$ cat config.mk
export PLATFORM = sky130hd
export DESIGN_NAME = mul_div_arbiter
export DESIGN_NICKNAME = d
export VERILOG_FILES = /design/src/rtl/mul_div_arbiter.sv
export SDC_FILE = /design/constraint.sdc
export NUM_CORES = 1
export LEC_CHECK = 0
export ABC_AREA = 1
export CAP_MARGIN = 40
export CORE_AREA = 2 2 195 197
export CTS_CLUSTER_SIZE = 12
export DETAILED_ROUTE_END_ITERATION = 8
export DIE_AREA = 0 0 197 199
export REMOVE_ABC_BUFFERS = 1
export SYNTH_ARGS = -nofsm -noshare
export SYNTH_HDL_FRONTEND = slang
export SYNTH_SLANG_ARGS = --single-unit
$ cat constraint.sdc
create_clock -name clk_i -period 3.4 [get_ports clk_i]
set_input_delay 0.68 -clock clk_i [delete_from_list [all_inputs] [get_ports clk_i]]
set_output_delay 0.68 -clock clk_i [all_outputs]
set_load 0.05 [all_outputs]
$ cat src/rtl/mul_div_arbiter.sv
// Round-robin arbiter sharing one MUL/DIV execution unit among NUM_REQ requesters.
// Define MUL_DIV_ARB_STATS_EN to add per-requester 16-bit grant counters (stat_grant_cnt_bo).
module mul_div_arbiter #(
  parameter int NUM_REQ    = 4,
  parameter int REQ_W      = 80,
  parameter int RESP_W     = 40,
  parameter int RESP_DEPTH = 2
) (
  input  logic                       clk_i,
  input  logic                       rst_i,
  input  logic [NUM_REQ-1:0]         req_req_i,
  input  logic [NUM_REQ*REQ_W-1:0]   req_rdata_bi,
  output logic [NUM_REQ-1:0]         req_ack_o,
  output logic [NUM_REQ-1:0]         resp_req_o,
  output logic [RESP_W-1:0]          resp_wdata_bo,
  input  logic [NUM_REQ-1:0]         resp_ack_i,
  output logic                       exu_req_o,
  output logic [REQ_W-1:0]           exu_rdata_bo,
  input  logic                       exu_ack_i,
  input  logic                       exu_resp_req_i,
  input  logic [RESP_W-1:0]          exu_resp_rdata_bi,
  output logic                       exu_resp_ack_o,
  output logic                       err_o
`ifdef MUL_DIV_ARB_STATS_EN
  ,
  output logic [NUM_REQ*16-1:0]      stat_grant_cnt_bo
`endif
);

  localparam int IDX_W = $clog2(NUM_REQ);
  localparam int PTR_W = (RESP_DEPTH > 1) ? $clog2(RESP_DEPTH) : 1;
  localparam int CNT_W = $clog2(RESP_DEPTH + 1);

  logic [IDX_W-1:0]  rr_ptr;
  logic [IDX_W-1:0]  grant_idx;
  logic [CNT_W-1:0]  credits;
  logic              accept;
  int                scan;

  logic [IDX_W-1:0]  own_mem [RESP_DEPTH];
  logic [PTR_W-1:0]  own_wr, own_rd;
  logic [CNT_W-1:0]  own_cnt;
  logic              own_pop;

  logic [IDX_W-1:0]  resp_own_mem  [RESP_DEPTH];
  logic [RESP_W-1:0] resp_data_mem [RESP_DEPTH];
  logic [PTR_W-1:0]  resp_wr, resp_rd;
  logic [CNT_W-1:0]  resp_cnt;
  logic              resp_valid;
  logic [IDX_W-1:0]  head_owner;
  logic              resp_pop;

  function automatic logic [PTR_W-1:0] ptr_inc(input logic [PTR_W-1:0] p);
    return (p == PTR_W'(RESP_DEPTH - 1)) ? '0 : p + 1'b1;
  endfunction

  // Scan downwards so the lowest offset from rr_ptr wins.
  always_comb begin
    grant_idx = '0;
    scan      = 0;
    for (int k = NUM_REQ - 1; k >= 0; k--) begin
      scan = int'(rr_ptr) + k;
      if (scan >= NUM_REQ) scan = scan - NUM_REQ;
      if (req_req_i[scan[IDX_W-1:0]]) grant_idx = scan[IDX_W-1:0];
    end
  end

  assign exu_req_o      = !rst_i && (|req_req_i) && (credits < CNT_W'(RESP_DEPTH));
  assign accept         = exu_req_o && exu_ack_i;
  assign exu_rdata_bo   = req_rdata_bi[grant_idx*REQ_W +: REQ_W];
  assign exu_resp_ack_o = 1'b1;

  assign own_pop    = exu_resp_req_i && (own_cnt != '0);
  assign resp_valid = (resp_cnt != '0);
  assign head_owner = resp_own_mem[resp_rd];
  assign resp_pop   = resp_valid && resp_ack_i[head_owner];
  assign resp_wdata_bo = resp_data_mem[resp_rd];

  always_comb begin
    req_ack_o  = '0;
    resp_req_o = '0;
    if (accept)     req_ack_o[grant_idx]   = 1'b1;
    if (resp_valid) resp_req_o[head_owner] = 1'b1;
  end

  always_ff @(posedge clk_i or posedge rst_i) begin
    if (rst_i) begin
      rr_ptr  <= '0;
      credits <= '0;
      err_o   <= 1'b0;
    end else begin
      if (accept) rr_ptr <= (grant_idx == IDX_W'(NUM_REQ - 1)) ? '0 : grant_idx + 1'b1;
      credits <= credits + CNT_W'(accept) - CNT_W'(resp_pop);
      if (exu_resp_req_i && (own_cnt == '0)) err_o <= 1'b1;
    end
  end

  // Owner FIFO: which requester each in-flight EXU op belongs to, in issue order.
  always_ff @(posedge clk_i or posedge rst_i) begin
    if (rst_i) begin
      own_wr  <= '0;
      own_rd  <= '0;
      own_cnt <= '0;
      for (int i = 0; i < RESP_DEPTH; i++) own_mem[i] <= '0;
    end else begin
      if (accept) begin
        own_mem[own_wr] <= grant_idx;
        own_wr          <= ptr_inc(own_wr);
      end
      if (own_pop) own_rd <= ptr_inc(own_rd);
      own_cnt <= own_cnt + CNT_W'(accept) - CNT_W'(own_pop);
    end
  end

  // Response FIFO absorbs the un-backpressurable EXU pulse until the owner takes it.
  always_ff @(posedge clk_i or posedge rst_i) begin
    if (rst_i) begin
      resp_wr  <= '0;
      resp_rd  <= '0;
      resp_cnt <= '0;
      for (int i = 0; i < RESP_DEPTH; i++) begin
        resp_own_mem[i]  <= '0;
        resp_data_mem[i] <= '0;
      end
    end else begin
      if (own_pop) begin
        resp_own_mem[resp_wr]  <= own_mem[own_rd];
        resp_data_mem[resp_wr] <= exu_resp_rdata_bi;
        resp_wr                <= ptr_inc(resp_wr);
      end
      if (resp_pop) resp_rd <= ptr_inc(resp_rd);
      resp_cnt <= resp_cnt + CNT_W'(own_pop) - CNT_W'(resp_pop);
    end
  end

`ifdef MUL_DIV_ARB_STATS_EN
  logic [15:0] grant_cnt [NUM_REQ];

  always_ff @(posedge clk_i or posedge rst_i) begin
    if (rst_i) begin
      for (int i = 0; i < NUM_REQ; i++) grant_cnt[i] <= '0;
    end else if (accept) begin
      grant_cnt[grant_idx] <= grant_cnt[grant_idx] + 16'd1;
    end
  end

  for (genvar gi = 0; gi < NUM_REQ; gi++) begin : g_stat
    assign stat_grant_cnt_bo[gi*16 +: 16] = grant_cnt[gi];
  end
`endif

endmodule

Word-level counts from Yosys, hierarchy flattened
Cells that the tools add are included.
{"block": "word_totals", "reg_bits": 101, "wordCells": 121, "in_bits": 372}
{"block": "classes", "bitwise": 4, "magnitude_cmp": 19, "muxes": 47, "shifts": 1, "eq_ne": 1, "n_reduce_logical": 15, "mul": 1, "add_sub_neg": 18}
{"cell": "$shiftx 320x10->80", "n": 1}
{"cell": "$mux 40", "n": 4}
{"cell": "$bwmux 80", "n": 1}
{"cell": "$demux 40 s1", "n": 1}
{"cell": "$mux 2", "n": 17}
{"cell": "$lt 2x3->1 const B", "n": 6}
{"cell": "$mux 1", "n": 11}
{"cell": "$bmux 1 s2", "n": 5}
{"cell": "$logic_and 1x1->1", "n": 10}
{"cell": "$ge 3x3->1 const B", "n": 3}
{"cell": "$bwmux 4", "n": 2}
{"cell": "$ge 2x2->1 const B", "n": 4}
{"cell": "$mux 4", "n": 2}
{"cell": "$not 1->2", "n": 4}
{"cell": "$sub 2x1->2 const B", "n": 4}
{"cell": "$add 2x1->2", "n": 3}
{"cell": "$add 2x2->3 const B", "n": 2}
{"cell": "$sub 2x1->2", "n": 3}
{"cell": "$mul 2x3->5 const B", "n": 1}
{"cell": "$add 1x1->1 const B", "n": 4}
{"cell": "$demux 1 s2", "n": 2}
{"cell": "$demux 2 s1", "n": 2}
{"cell": "$ge 2x1->1 const B", "n": 2}
{"cell": "$lt 2x1->1 const B", "n": 2}
{"cell": "9 further kinds", "n": 10}

Logic depth before layout (Yosys ltp)
{"block": "logic_depth", "word_depth": 14, "ltp_mapped": 14, "ltp_nobuf": 13}

Least setup slack after synthesis
OpenSTA, ideal clock, no wires.
{"block": "synth_path", "kind": "in2out", "from": "input req_req_i[3]", "to": "output req_ack_o[1]", "n_path_buf": 2, "slack_ns": 0.128, "cell_stages": 10, "arrival_time_ns": 2.592, "cell_sequence": "inv_2 o21ai_1 nand2_1 nand3_2 nand2_2 nand2_4 nand2_2 buf_8 buf_4 nor3_1"}
{"block": "synth_between", "elab_chain_cells": 11, "word_cells_on_any_way": 22, "classes_between": "order compare: 2; mux: 15; reduce/logical: 5"}
{"item": "start: declaration", "line_no": "11", "text": "input logic [NUM_REQ-1:0] req_req_i,"}
{"item": "$bmux 1 s2", "line_no": "64", "text": "if (req_req_i[scan[IDX_W-1:0]]) grant_idx = scan[IDX_W-1:0];"}
{"item": "$mux 1 (implied by the code)", "line_no": "64"}
{"item": "$mux 2 (4 in series)", "line_no": "64"}
{"item": "$lt 2x3->1 (implied by the code) / $ge 2x1->1 (equally long branches)", "line_no": "82", "text": "if (accept) req_ack_o[grant_idx] = 1'b1;"}
{"item": "$logic_and 1x1->1 (implied by the code)", "line_no": "82"}
{"item": "$mux 1 (implied by the code)", "line_no": "82"}
{"item": "$demux 1 s2", "line_no": "82"}
{"item": "$mux 4 (*)", "line_no": "82"}
{"item": "end: declaration", "line_no": "13", "text": "output logic [NUM_REQ-1:0] req_ack_o,"}
Every way passes the cells marked *; elsewhere a longest branch is shown, timed or not. The select of a mux whose other input is x is not followed.

Final worst setup path
{"block": "layout_path", "from": "input req_req_i[0]", "to": "output exu_rdata_bo[58]"}
{"block": "layout_between", "elab_chain_cells": 8, "word_cells_on_any_way": 14, "classes_between": "mul: 1; shift: 1; mux: 12"}
{"item": "$bmux 1 s2", "line_no": "64"}
{"item": "$mux 1 (implied by the code)", "line_no": "64"}
{"item": "$mux 2 (3 in series)", "line_no": "64"}
{"item": "$mux 2 (*)", "line_no": "64"}
{"item": "$mul 2x3->5 (*)", "line_no": "70", "text": "assign exu_rdata_bo = req_rdata_bi[grant_idx*REQ_W +: REQ_W];"}
{"item": "$shiftx 320x10->80 (*)", "line_no": "70"}
{"item": "end: declaration", "line_no": "18", "text": "output logic [REQ_W-1:0] exu_rdata_bo,"}
Marked as above.

==> results_dict.tcl <==
set metrics [dict create \
    start_kind "input pin" \
    drive_gt1_frac 0.138 \
    worstSkewPairLatency_ns 0.34 \
    fp.dieH_um 199 \
    grt_pass1_vias 10972 \
    syn_inst 1541 \
    min_period_over_period 0.985 \
    ios 503 \
    core_um2 37100 \
    mostFrequentLayoutCells "nand2_1, inv_1, clkdlybuf4s50_1" \
    fin_skew_ns 0.00746 \
    drt-total-wl_mm 44.8 \
    path_clk_slew_ns 0.07 \
    start_util 0.236 \
    cts_root_buf "clkbuf_16" \
    fin_crit_ns 3.35 \
    cts_sinks 101 \
    worst_slew_pin_slew_ns 0.656 \
    track_usage 0.218 \
    syn_area_um2 8750 \
    hpwl_mm 35.6 \
    detail_route.first_pass.iterations 6 \
    drtIter0Drc 784 \
    die_area_um2 39200 \
    synth_top_area_frac 0.289 \
    cp-end-kind "primary output" \
    grt_max_degree 64 \
    maxSlewViolCount 0 \
    slew_headroom 0.563 \
    drc_errors 0 \
    wl_per_cell_um 17.7 \
    arrival_ns 2.67 \
    max-clock-path-buffers 2 \
    avgSynthCellArea_um2 5.68 \
    rsz0062_at_grt "true" \
    antenna_found_initial 14 \
    portBuffers 501 \
    drv_cap 0 \
    setup_violations 0 \
    yosysTopAreaCell "dfrtp_1" \
    worst-setup-path-type "input pin to primary output" \
    vias 11476 \
    hp-class "register to register" \
    synth.distinct_cells 28 \
    hold_violations 0 \
    fin_nets 2419 \
    row_count 71 \
    final_common_cell "nand2_1" \
    synth.ff_latch_count 101 \
    grt_overflow 0 \
    synthTopCellsByArea "dfrtp_1, nand2_1, nand3_1" \
    routed_via_density 4.54 \
    outcome "complete, no violations" \
    cts_tree "yes" \
    crit_required_ns 2.72 \
    grt_pass1_wl_mm 64.4 \
    drtAntennaViolNets 0 \
    fmax_mhz 299 \
    htree_levels 3 \
    rrSetupSlack_ns 1.15 \
    holdWs_ns 0.474 \
    crit_path_max_fanout 8 \
    fill_cells 3898 \
    chipWidth_um 197 \
    yosysSeqAreaShare 0.289 \
    holdBufCountCts 0 \
    cts_buffers 9 \
    globalplace.congestion 0.998 \
    ys_warn_count 0 \
    syn_to_final_growth_pct 85.0 \
]
-- metal layers --
layer | vias to the layer above | global-route usage | part of all wire
met4 | 8 | 0.0615 | 0.033
met3 | 81 | 0.0702 | 0.097
met2 | 498 | 0.372 | 0.48
met1 | 5277 | 0.262 | 0.39
li1 | 5612 | - | -
met5 | - | 0 | 0.0010
-- final timing paths --
| path | startpoint | to | depth (start not counted) |
|---|---|---|---|
| max | req_req_i[0] | exu_rdata_bo[58] | 14 |
| min | resp_data_mem[7]$_DFFE_PP0P_ | resp_data_mem[7]$_DFFE_PP0P_ | 2 |
| max reg2reg | resp_rd$_DFFE_PP0P_ | resp_cnt[1]$_DFF_PP0_ | 10 |
| min reg2reg | resp_data_mem[7]$_DFFE_PP0P_ | resp_data_mem[7]$_DFFE_PP0P_ | 2 |
| max in group asynchronous | rst_i | resp_data_mem[32]$_DFFE_PP0P_ | 3 |
| min in group asynchronous | rst_i | resp_data_mem[69]$_DFFE_PP0P_ | 2 |
-- cells in the mapped netlist (all sizes together) --
master / n
buf: 59
clkbuf: 37
conb: 1
dfrtp: 101
ha: 7
inv: 393
nand2: 492
nand3: 329
nand4: 1
nor2: 9
nor3: 5
o21a: 2
o21ai: 93
o21bai: 1
or2: 1
xnor2: 8
xor2: 2
-- area by class of cell --
class                   count  area (um^2)  share of cell area
diodes                     10         25.0             0.00155
clock buffers              11          243              0.0150
clock inverters             5         65.1             0.00402
inverters                 393         1480              0.0915
multi-input cells         951         4460               0.275
flip-flops and latches    101         2530               0.156
well taps                 474          593              0.0366
repair buffers            584         6790               0.420
-- logic make-up after synthesis --
group	count (synthesis)	share of synthesized area
xor+xnor	10	0.0100
flops	101	0.289
other cells	1	0.000429
fa+ha+maj	7	0.0100
buf+inv	489	0.225
compound gates	96	0.0558
simple gates	837	0.410
-- registers in the layout, summed over array words and instances (netlist names) --
name	cells
credits	2
err_o	1
own_cnt	2
own_mem	4
own_rd	1
own_wr	1
resp_cnt	2
resp_data_mem	80
resp_own_mem	4
resp_rd	1
resp_wr	1
rr_ptr	2
-- repair_timing --
action	in CTS	in global routing
setup endpoints to repair	14	85
setup buffers	1	7
gates resized for setup	27	41
cloned	3	1
pin swaps	4	16
-- through the flow --
step                      cells  TNS [ns]  worst slack (ns)   util  area [um^2]
final                      2529         0            0.0502  0.436        16200
after CTS                  2512    -0.436           -0.0482  0.431        16000
after global routing       2528    -0.125           -0.0242  0.436        16200
after floorplan            1445   -238.46             -3.10      -         8260
after detailed placement   2492    -0.319           -0.0901  0.417        15500
after global placement     2492    -0.235           -0.0852  0.417        15500
-- critical path: stages --
cell	delay, ns
clkdlybuf4s50_1	0.42
inv_1	0.09
nand2_2	0.08
nand3_1	0.09
nand2_1	0.08
inv_2	0.10
nand3_4	0.15
buf_4	0.18
buf_4	0.16
buf_4	0.16
nand3_1	0.12
nand3_1	0.11
nand2_2	0.09
buf_12	0.13
Power is left out: the tool's default activity adds up to more than one toggle a clock period on the data nets, which glitch-free logic cannot reach.
